===== src/rtl/i2c_slave_responder_if.sv =====
// ---------------------------------------------------------------------------
// i2c_slave_responder_if : SCL/SDA pins plus register-write side channel
// Rev 1.0 : initial release
// ---------------------------------------------------------------------------
`default_nettype none

interface i2c_slave_responder_if;
  logic       scl_i;
  logic       sda_i;
  logic       sda_oe;
  logic       wr_strobe;
  logic [7:0] wr_addr;
  logic [7:0] wr_data;
  logic       busy;

  modport slave (
    input  scl_i,
    input  sda_i,
    output sda_oe,
    output wr_strobe,
    output wr_addr,
    output wr_data,
    output busy
  );

  modport master (
    output scl_i,
    output sda_i,
    input  sda_oe,
    input  wr_strobe,
    input  wr_addr,
    input  wr_data,
    input  busy
  );
endinterface

`default_nettype wire


===== src/rtl/i2c_slave_responder.sv =====
// ---------------------------------------------------------------------------
// i2c_slave_responder : oversampling I2C target with a small register file.
// Optional feature macro: I2C_SLAVE_AUTO_INC_EN (register pointer auto-increment)
// Rev 1.0 : initial release
// ---------------------------------------------------------------------------
`default_nettype none

module i2c_slave_responder #(
  parameter logic [6:0] SLAVE_ADDRESS          = 7'b110_1000,
  parameter int         NO_OF_REG              = 4,
  parameter int         DATA_WIDTH             = 8,
  parameter int         REGISTER_ADDRESS_WIDTH = 8
) (
  input  logic                  pclk,
  input  logic                  areset,
  i2c_slave_responder_if.slave  bus
);

  localparam int PTR_W = (NO_OF_REG > 1) ? $clog2(NO_OF_REG) : 1;
  localparam logic [REGISTER_ADDRESS_WIDTH:0] REG_LIMIT =
    (REGISTER_ADDRESS_WIDTH + 1)'(NO_OF_REG);

  typedef enum logic [3:0] {
    ST_IDLE      = 4'd0,
    ST_ADDR      = 4'd1,
    ST_ADDR_ACK  = 4'd2,
    ST_REG       = 4'd3,
    ST_REG_ACK   = 4'd4,
    ST_WDATA     = 4'd5,
    ST_WDATA_ACK = 4'd6,
    ST_RDATA     = 4'd7,
    ST_RDATA_ACK = 4'd8,
    ST_WAIT_STOP = 4'd9
  } state_t;

  // [0],[1] synchronize, [2] is the previous synchronized level for edge detection
  logic [2:0] scl_pipe;
  logic [2:0] sda_pipe;

  always_ff @(posedge pclk or posedge areset) begin
    if (areset) begin
      scl_pipe <= 3'b111;
      sda_pipe <= 3'b111;
    end else begin
      scl_pipe <= {scl_pipe[1:0], bus.scl_i};
      sda_pipe <= {sda_pipe[1:0], bus.sda_i};
    end
  end

  logic scl_high;
  logic start_det;
  logic stop_det;
  logic scl_rise;
  logic scl_fall;
  logic sda_bit;

  assign scl_high  = scl_pipe[1] & scl_pipe[2];
  assign start_det = scl_high & ~sda_pipe[1] &  sda_pipe[2];
  assign stop_det  = scl_high &  sda_pipe[1] & ~sda_pipe[2];
  assign scl_rise  =  scl_pipe[1] & ~scl_pipe[2];
  assign scl_fall  = ~scl_pipe[1] &  scl_pipe[2];
  assign sda_bit   = sda_pipe[1];

  state_t                  state;
  logic [2:0]              bit_cnt;
  logic [DATA_WIDTH-1:0]   shift;
  logic                    rw;
  logic [PTR_W-1:0]        ptr;
  logic [DATA_WIDTH-1:0]   regs [NO_OF_REG];
  logic                    oe;
  logic                    strobe;
  logic [7:0]              waddr;
  logic [7:0]              wdata;
  logic                    busy_q;

  logic [DATA_WIDTH-1:0]   shifted;
  logic                    byte_done;
  logic [PTR_W-1:0]        ptr_next;

  assign shifted   = {shift[DATA_WIDTH-2:0], sda_bit};
  assign byte_done = (bit_cnt == 3'd7);

`ifdef I2C_SLAVE_AUTO_INC_EN
  localparam logic [PTR_W-1:0] PTR_LAST = PTR_W'(NO_OF_REG - 1);
  assign ptr_next = (ptr == PTR_LAST) ? '0 : ptr + 1'b1;
`else
  assign ptr_next = ptr;
`endif

  always_ff @(posedge pclk or posedge areset) begin
    if (areset) begin
      state   <= ST_IDLE;
      bit_cnt <= '0;
      shift   <= '0;
      rw      <= 1'b0;
      ptr     <= '0;
      oe      <= 1'b0;
      strobe  <= 1'b0;
      waddr   <= '0;
      wdata   <= '0;
      busy_q  <= 1'b0;
      for (int i = 0; i < NO_OF_REG; i++) regs[i] <= '0;
    end else begin
      strobe <= 1'b0;
      // bus conditions take priority over any coincident SCL edge
      if (start_det) begin
        state   <= ST_ADDR;
        bit_cnt <= '0;
        oe      <= 1'b0;
      end else if (stop_det) begin
        state   <= ST_IDLE;
        bit_cnt <= '0;
        oe      <= 1'b0;
        busy_q  <= 1'b0;
      end else begin
        case (state)
          ST_IDLE: begin
            busy_q <= 1'b0;
          end

          ST_ADDR: begin
            if (scl_rise) begin
              shift   <= shifted;
              bit_cnt <= bit_cnt + 3'd1;
              if (byte_done) begin
                if (shifted[DATA_WIDTH-1:1] == SLAVE_ADDRESS) begin
                  rw     <= shifted[0];
                  busy_q <= 1'b1;
                  state  <= ST_ADDR_ACK;
                end else begin
                  busy_q <= 1'b0;
                  state  <= ST_WAIT_STOP;
                end
              end
            end
          end

          ST_ADDR_ACK: begin
            if (scl_fall) begin
              oe <= 1'b1;
            end else if (scl_rise) begin
              bit_cnt <= '0;
              if (rw) begin
                shift <= regs[ptr];
                state <= ST_RDATA;
              end else begin
                state <= ST_REG;
              end
            end
          end

          ST_REG: begin
            if (scl_fall) begin
              oe <= 1'b0;
            end else if (scl_rise) begin
              shift   <= shifted;
              bit_cnt <= bit_cnt + 3'd1;
              if (byte_done) begin
                if ({1'b0, shifted} < REG_LIMIT) begin
                  ptr   <= shifted[PTR_W-1:0];
                  state <= ST_REG_ACK;
                end else begin
                  state <= ST_WAIT_STOP;
                end
              end
            end
          end

          ST_REG_ACK, ST_WDATA_ACK: begin
            if (scl_fall) begin
              oe <= 1'b1;
            end else if (scl_rise) begin
              bit_cnt <= '0;
              state   <= ST_WDATA;
            end
          end

          ST_WDATA: begin
            if (scl_fall) begin
              oe <= 1'b0;
            end else if (scl_rise) begin
              shift   <= shifted;
              bit_cnt <= bit_cnt + 3'd1;
              if (byte_done) begin
                regs[ptr] <= shifted;
                strobe    <= 1'b1;
                waddr     <= 8'(ptr);
                wdata     <= 8'(shifted);
                ptr       <= ptr_next;
                state     <= ST_WDATA_ACK;
              end
            end
          end

          ST_RDATA: begin
            // open-drain: pulling low encodes a 0 bit
            if (scl_fall) begin
              oe    <= ~shift[DATA_WIDTH-1];
              shift <= {shift[DATA_WIDTH-2:0], 1'b0};
            end else if (scl_rise) begin
              bit_cnt <= bit_cnt + 3'd1;
              if (byte_done) state <= ST_RDATA_ACK;
            end
          end

          ST_RDATA_ACK: begin
            if (scl_fall) begin
              oe <= 1'b0;
            end else if (scl_rise) begin
              bit_cnt <= '0;
              if (!sda_bit) begin
                ptr   <= ptr_next;
                shift <= regs[ptr_next];
                state <= ST_RDATA;
              end else begin
                state <= ST_WAIT_STOP;
              end
            end
          end

          ST_WAIT_STOP: begin
            if (scl_fall) oe <= 1'b0;
          end

          default: begin
            state <= ST_IDLE;
            oe    <= 1'b0;
          end
        endcase
      end
    end
  end

  assign bus.sda_oe    = oe;
  assign bus.wr_strobe = strobe;
  assign bus.wr_addr   = waddr;
  assign bus.wr_data   = wdata;
  assign bus.busy      = busy_q;

endmodule

`default_nettype wire


===== src/flat_wrapper.sv =====
// flat-port wrapper written by rule: the top's interface ports become plain ports
module i2c_slave_responder_flat 
#(
  parameter logic [6:0] SLAVE_ADDRESS          = 7'b110_1000,
  parameter int         NO_OF_REG              = 4,
  parameter int         DATA_WIDTH             = 8,
  parameter int         REGISTER_ADDRESS_WIDTH = 8
)
  (pclk, areset, bus_scl_i, bus_sda_i, bus_sda_oe, bus_wr_strobe, bus_wr_addr, bus_wr_data, bus_busy);
  i2c_slave_responder_if bus_i ();
  input  logic pclk;
  input  logic areset;
  input wire logic [$bits(bus_i.scl_i)-1:0] bus_scl_i;
  input wire logic [$bits(bus_i.sda_i)-1:0] bus_sda_i;
  output wire logic [$bits(bus_i.sda_oe)-1:0] bus_sda_oe;
  output wire logic [$bits(bus_i.wr_strobe)-1:0] bus_wr_strobe;
  output wire logic [$bits(bus_i.wr_addr)-1:0] bus_wr_addr;
  output wire logic [$bits(bus_i.wr_data)-1:0] bus_wr_data;
  output wire logic [$bits(bus_i.busy)-1:0] bus_busy;
  assign bus_i.scl_i = bus_scl_i;
  assign bus_i.sda_i = bus_sda_i;
  assign bus_sda_oe = bus_i.sda_oe;
  assign bus_wr_strobe = bus_i.wr_strobe;
  assign bus_wr_addr = bus_i.wr_addr;
  assign bus_wr_data = bus_i.wr_data;
  assign bus_busy = bus_i.busy;
  i2c_slave_responder #(.SLAVE_ADDRESS(SLAVE_ADDRESS), .NO_OF_REG(NO_OF_REG), .DATA_WIDTH(DATA_WIDTH), .REGISTER_ADDRESS_WIDTH(REGISTER_ADDRESS_WIDTH)) u_core (.pclk(pclk), .areset(areset), .bus(bus_i));
endmodule

===== config.mk =====
export PLATFORM = sky130hd
export DESIGN_NAME = i2c_slave_responder_flat
export DESIGN_NICKNAME = d
export VERILOG_FILES = /design/src/rtl/i2c_slave_responder_if.sv /design/src/rtl/i2c_slave_responder.sv /design/src/flat_wrapper.sv
export SDC_FILE = /design/constraint.sdc
export NUM_CORES = 1
export LEC_CHECK = 0
export ABC_AREA = 0
export CAP_MARGIN = 20
export CORE_AREA = 2 2 77 115
export CTS_BUF_LIST = sky130_fd_sc_hd__clkbuf_16
export DETAILED_ROUTE_END_ITERATION = 7
export DIE_AREA = 0 0 79 117
export PLACE_DENSITY_LB_ADDON = 0.15
export SKIP_CTS_REPAIR_TIMING = 1
export SLEW_MARGIN = 30
export SYNTH_ARGS = -nofsm -noshare
export SYNTH_HDL_FRONTEND = slang
export SYNTH_SLANG_ARGS = --single-unit

===== constraint.sdc =====
create_clock -name pclk -period 3.18 [get_ports pclk]
set_input_delay 0.954 -clock pclk [delete_from_list [all_inputs] [get_ports pclk]]
set_output_delay 0.954 -clock pclk [all_outputs]
set_load 0.03 [all_outputs]

==> impl.org <==
** Finish
- Most frequent standard cell in the layout excluding fill and tap cells :: sky130_fd_sc_hd__dfrtp_1
- Combined flip-flop and latch cell area :: roughly 1700 um2
- After the last flow step, the layout net total stands at roughly 310.
- Summing all multi-input logic gate instances after layout gives 1550 um2.
- After routing the design area is between 3000 and 4000 um2.
- Leaving out fill and tap cells, the most frequent cells in the layout are 63 x sky130_fd_sc_hd__dfrtp_1, 55 x sky130_fd_sc_hd__mux2_2, 43 x sky130_fd_sc_hd__nand2_1.
- Fin util :: about 47%
- The repair_antennas step left the layout with diodes totalling 0.
- Number of filler cells placed in the layout :: around 760
- Fraction of layout cells with a size suffix above 1 :: roughly 30%
- Relative to the synthesized area, the layout overhead comes to 16.6%.

** Setup path
- The startpoint identified for the worst register-to-register timing path is u_core.state[3].
- CP Class :: reg2reg
- Measured in cells, the most critical reg-to-reg path has a length of 5.
- STA classifies the critical path startpoint as a flop.
- Reg-to-reg setup timing slack :: 0.74 ns
- Critical-path maximum fanout :: 18
- Required time of the worst setup path :: between 3 and 4 ns
- Data on the critical path arrives at its endpoint at between 2 and 3 ns.
- In this run the critical register-to-register path is captured at u_core.shift[2].
- Nature of the critical path endpoint :: flop

** Min path
- The startpoint identified for the worst hold timing path is u_core.sda_pipe[0].
- In this run the worst hold path is classified as reg2reg.
- The worst hold path passes through 0 cells.
- Capture endpoint of the worst hold path :: u_core.sda_pipe[1]

** Clocking
- Clock sink count :: 69
- Deepest clock path buffer count :: 2
- For the worst-skew pair, the clock arrives at the later sink with an insertion delay of around 0.33 ns.
- CTS built an H-tree with a depth of 3.
- CTS tree :: done
- In this run, CTS created clock tree buffers numbering 9.
- After clock tree synthesis, the clock-pin slew on the worst setup and hold paths is approximately 0.05 ns.
- The tree is rooted in a sky130_fd_sc_hd__clkbuf_16.

** Run status
- The flow ran to the end, and the final reports show no timing, DRC or antenna violations.

** Drt
- DRT Wirelength :: ~7.3 mm
- In the final routed layout, each cell accounts on average for 17.5 um.
- The count of nets left with antenna violations once routing finished came out at 0.
- The final route contains roughly 2200 vias.
- For this run, the detailed router's first-pass iteration total came to 4.
- After detailed routing, the number of remaining DRC violations is 0.
- Number of vias per cell after detailed routing :: around 5.3
- After the first detailed-routing iteration, the DRC count stood at 86.

** Synth
- After synthesis the netlist holds a flip-flop and latch count of 69.
- Cell type contributing the most total cell area after synthesis :: sky130_fd_sc_hd__dfrtp_1
- Yosys mapped the design onto 43 distinct sky130hd cell types.
- The share of the Yosys chip area taken by registers is 51.2%.
- Main flop type after synthesis :: sky130_fd_sc_hd__dfrtp_1
- Number of synthesized flops with an enable pin :: 0
- Area fraction of the dominant cell type after synthesis :: between 40% and 50%
- After synthesis, the share of flip-flops with an asynchronous set or reset is 100%.
- Sorting the synthesized cells by area gives the leading types as sky130_fd_sc_hd__dfrtp_1 47%, sky130_fd_sc_hd__mux2_2 18%, sky130_fd_sc_hd__mux4_2 5.3%.
- Instance count of the mapped netlist :: roughly 290
- After synthesis the cells add up to ~3400 um2.
- Each instance of the synthesized netlist takes up on average 11.8 um2.
- For this run, the number of Yosys warnings is 0.

** Global routing
- For met1 alone, demand over resource in global routing was roughly 18%.
- Entering global routing, the biggest net connects between 40 and 50 pins.
- For met2 alone, demand over resource in global routing was around a third.
- The first global-routing pass estimated approximately 12 mm of wire.
- Global routing used around 18% of the available tracks across all layers.
- Antenna violations before repair :: 0
- Most congested layer reported by global routing :: met2
- After global routing the overflow that remains totals 0.
- The via count of the first global-routing pass was about 2300.
- Global routing used under 10% of the available met3 tracks.

** Die
- In this run the count of I/O pins placed on the die edge is 23.
- Total core area :: just over 8000 um2
- Measured along the x axis, the die boundary spans ~79 um.
- Initial Util :: 40.7%
- The die covers 9240 um2.
- Core Rows :: between 40 and 50
- DIE HEIGHT :: around 120 um

** Place
- In this run the cell area measured after placement is 3640 um2.
- Setup slack after placement :: ~0.7 ns
- The wire-length estimate of the detail-placed layout is around 5 mm.
- Weighted congestion reported at the end of routability-driven placement :: between 0.8 and 0.9
- Number of port buffers :: 16

** Timing
- For the final database, setup skew stands at about 0.0065 ns.
- Once routing completed, OpenROAD measured the worst setup slack at roughly 0.74 ns.
- Final slew viol count :: 0
- Slew of the pin with the lowest slew margin :: about 0.77 ns
- Portion of the clock cycle consumed by the worst path in the final layout :: between 70% and 80%
- The count of endpoints failing hold in the final timing report came to 0.
- For the final routed database, the setup TNS stands at 0 ns.
- Setup violations remaining at the end of the flow were counted as 0.
- Fmax :: 0.409 GHz
- Headroom to the max-slew limit came out at roughly half.
- Period minus WS final :: ~2.4 ns
- Setup repair after global routing left no endpoint under its margin.

** Run
- Max Cap Viol :: 0

** Power and ir drop
- Worst voltage drop across the vdd grid :: ~260 uV
- In this run the power density over the cells is around 500 nW/um2.
- After layout, the design draws a total of 1.98 mW.
- For this design the static power due to leakage is between 1.5 and 2 nW.
-- metrics by stage --
step / hold WS, ns / cells
after floorplan: 0.345 / 293
after global placement: 0.346 / 402
after detailed placement: 0.348 / 402
after CTS: 0.355 / 418
after global routing: 0.359 / 418
final: 0.352 / 418
-- cell type report --
class	count	area share (%)
multi-input cells	200	39.3
inverters	5	0.476
well taps	107	3.39
clock inverters	7	2.12
repair buffers	21	5.01
flip-flops and latches	69	43.9
clock buffers	9	5.71
-- Yosys cell counts (2+ instances only) --
cell and count:
sky130_fd_sc_hd__dfrtp_1 63, sky130_fd_sc_hd__mux2_2 55, sky130_fd_sc_hd__nand2_1 43, sky130_fd_sc_hd__nor2_1 14
sky130_fd_sc_hd__a21oi_1 10, sky130_fd_sc_hd__clkbuf_1 10, sky130_fd_sc_hd__nor2b_1 10, sky130_fd_sc_hd__o21ai_0 10
sky130_fd_sc_hd__mux4_2 8, sky130_fd_sc_hd__buf_4 6, sky130_fd_sc_hd__dfstp_2 6, sky130_fd_sc_hd__inv_1 5
sky130_fd_sc_hd__nand3_1 4, sky130_fd_sc_hd__xnor2_1 4, sky130_fd_sc_hd__a31oi_1 3, sky130_fd_sc_hd__buf_2 3
sky130_fd_sc_hd__nor3_1 3, sky130_fd_sc_hd__ha_1 2, sky130_fd_sc_hd__nand3b_1 2, sky130_fd_sc_hd__nand4_1 2
sky130_fd_sc_hd__nand4b_1 2, sky130_fd_sc_hd__or2_2 2
-- power breakdown --
group          leakage [nW]  total [mW]  internal (mW)  switching (mW)
logic                 0.757      0.0555         0.0154          0.0401
clock network         0.155        1.03          0.676           0.354
registers             0.943       0.896          0.887         0.00890
total                  1.86        1.98           1.58           0.403
-- worst max-delay path: stages, from the launching register on --
cell and delay, ns:
sky130_fd_sc_hd__dfrtp_1 0.70, sky130_fd_sc_hd__nor2b_1 0.37, sky130_fd_sc_hd__o21ai_2 0.23, sky130_fd_sc_hd__o311a_1 0.21
sky130_fd_sc_hd__nor3_4 0.43, sky130_fd_sc_hd__mux2_2 0.38
-- routing by layer --
metal,up-vias,part of all wire [%]
met5,-,0
li1,1050,-
met3,10,1.8
met2,22,57
met1,1133,39
met4,0,1.9
-- worst max-delay path by stage --
stage	start	to	slack [ns]
after floorplan	areset	u_core.bit_cnt[0]	0.50
after global placement	u_core.state[3]	u_core.shift[3]	0.73
after detailed placement	u_core.state[3]	u_core.shift[2]	0.70
after CTS	u_core.state[3]	u_core.shift[2]	0.70
after global routing	u_core.state[3]	u_core.shift[1]	0.56
final	u_core.state[3]	u_core.shift[2]	0.74
-- registers in the layout (all words and copies together), names as in the netlist --
| name | flops |
|---|---|
| u_core.bit_cnt | 3 |
| u_core.bus.busy | 1 |
| u_core.bus.sda_oe | 1 |
| u_core.bus.wr_addr | 2 |
| u_core.bus.wr_data | 8 |
| u_core.bus.wr_strobe | 1 |
| u_core.ptr | 2 |
| u_core.regs | 32 |
| u_core.rw | 1 |
| u_core.scl_pipe | 3 |
| u_core.sda_pipe | 3 |
| u_core.shift | 8 |
| u_core.state | 4 |
-- kinds of logic after synthesis --
logic type	count (synthesis)	synth area share, %
flip-flops	69	51.2
XOR/XNOR	5	1.29
AO/OA/AOI/OAI	33	6.03
multiplexers	64	23.9
buffers and inverters	24	3.44
adder cells (fa/ha/maj)	2	0.739
other	1	0.111
AND/OR/NAND/NOR	90	13.2
No activity file was read; power rests on OpenSTA's default activity.
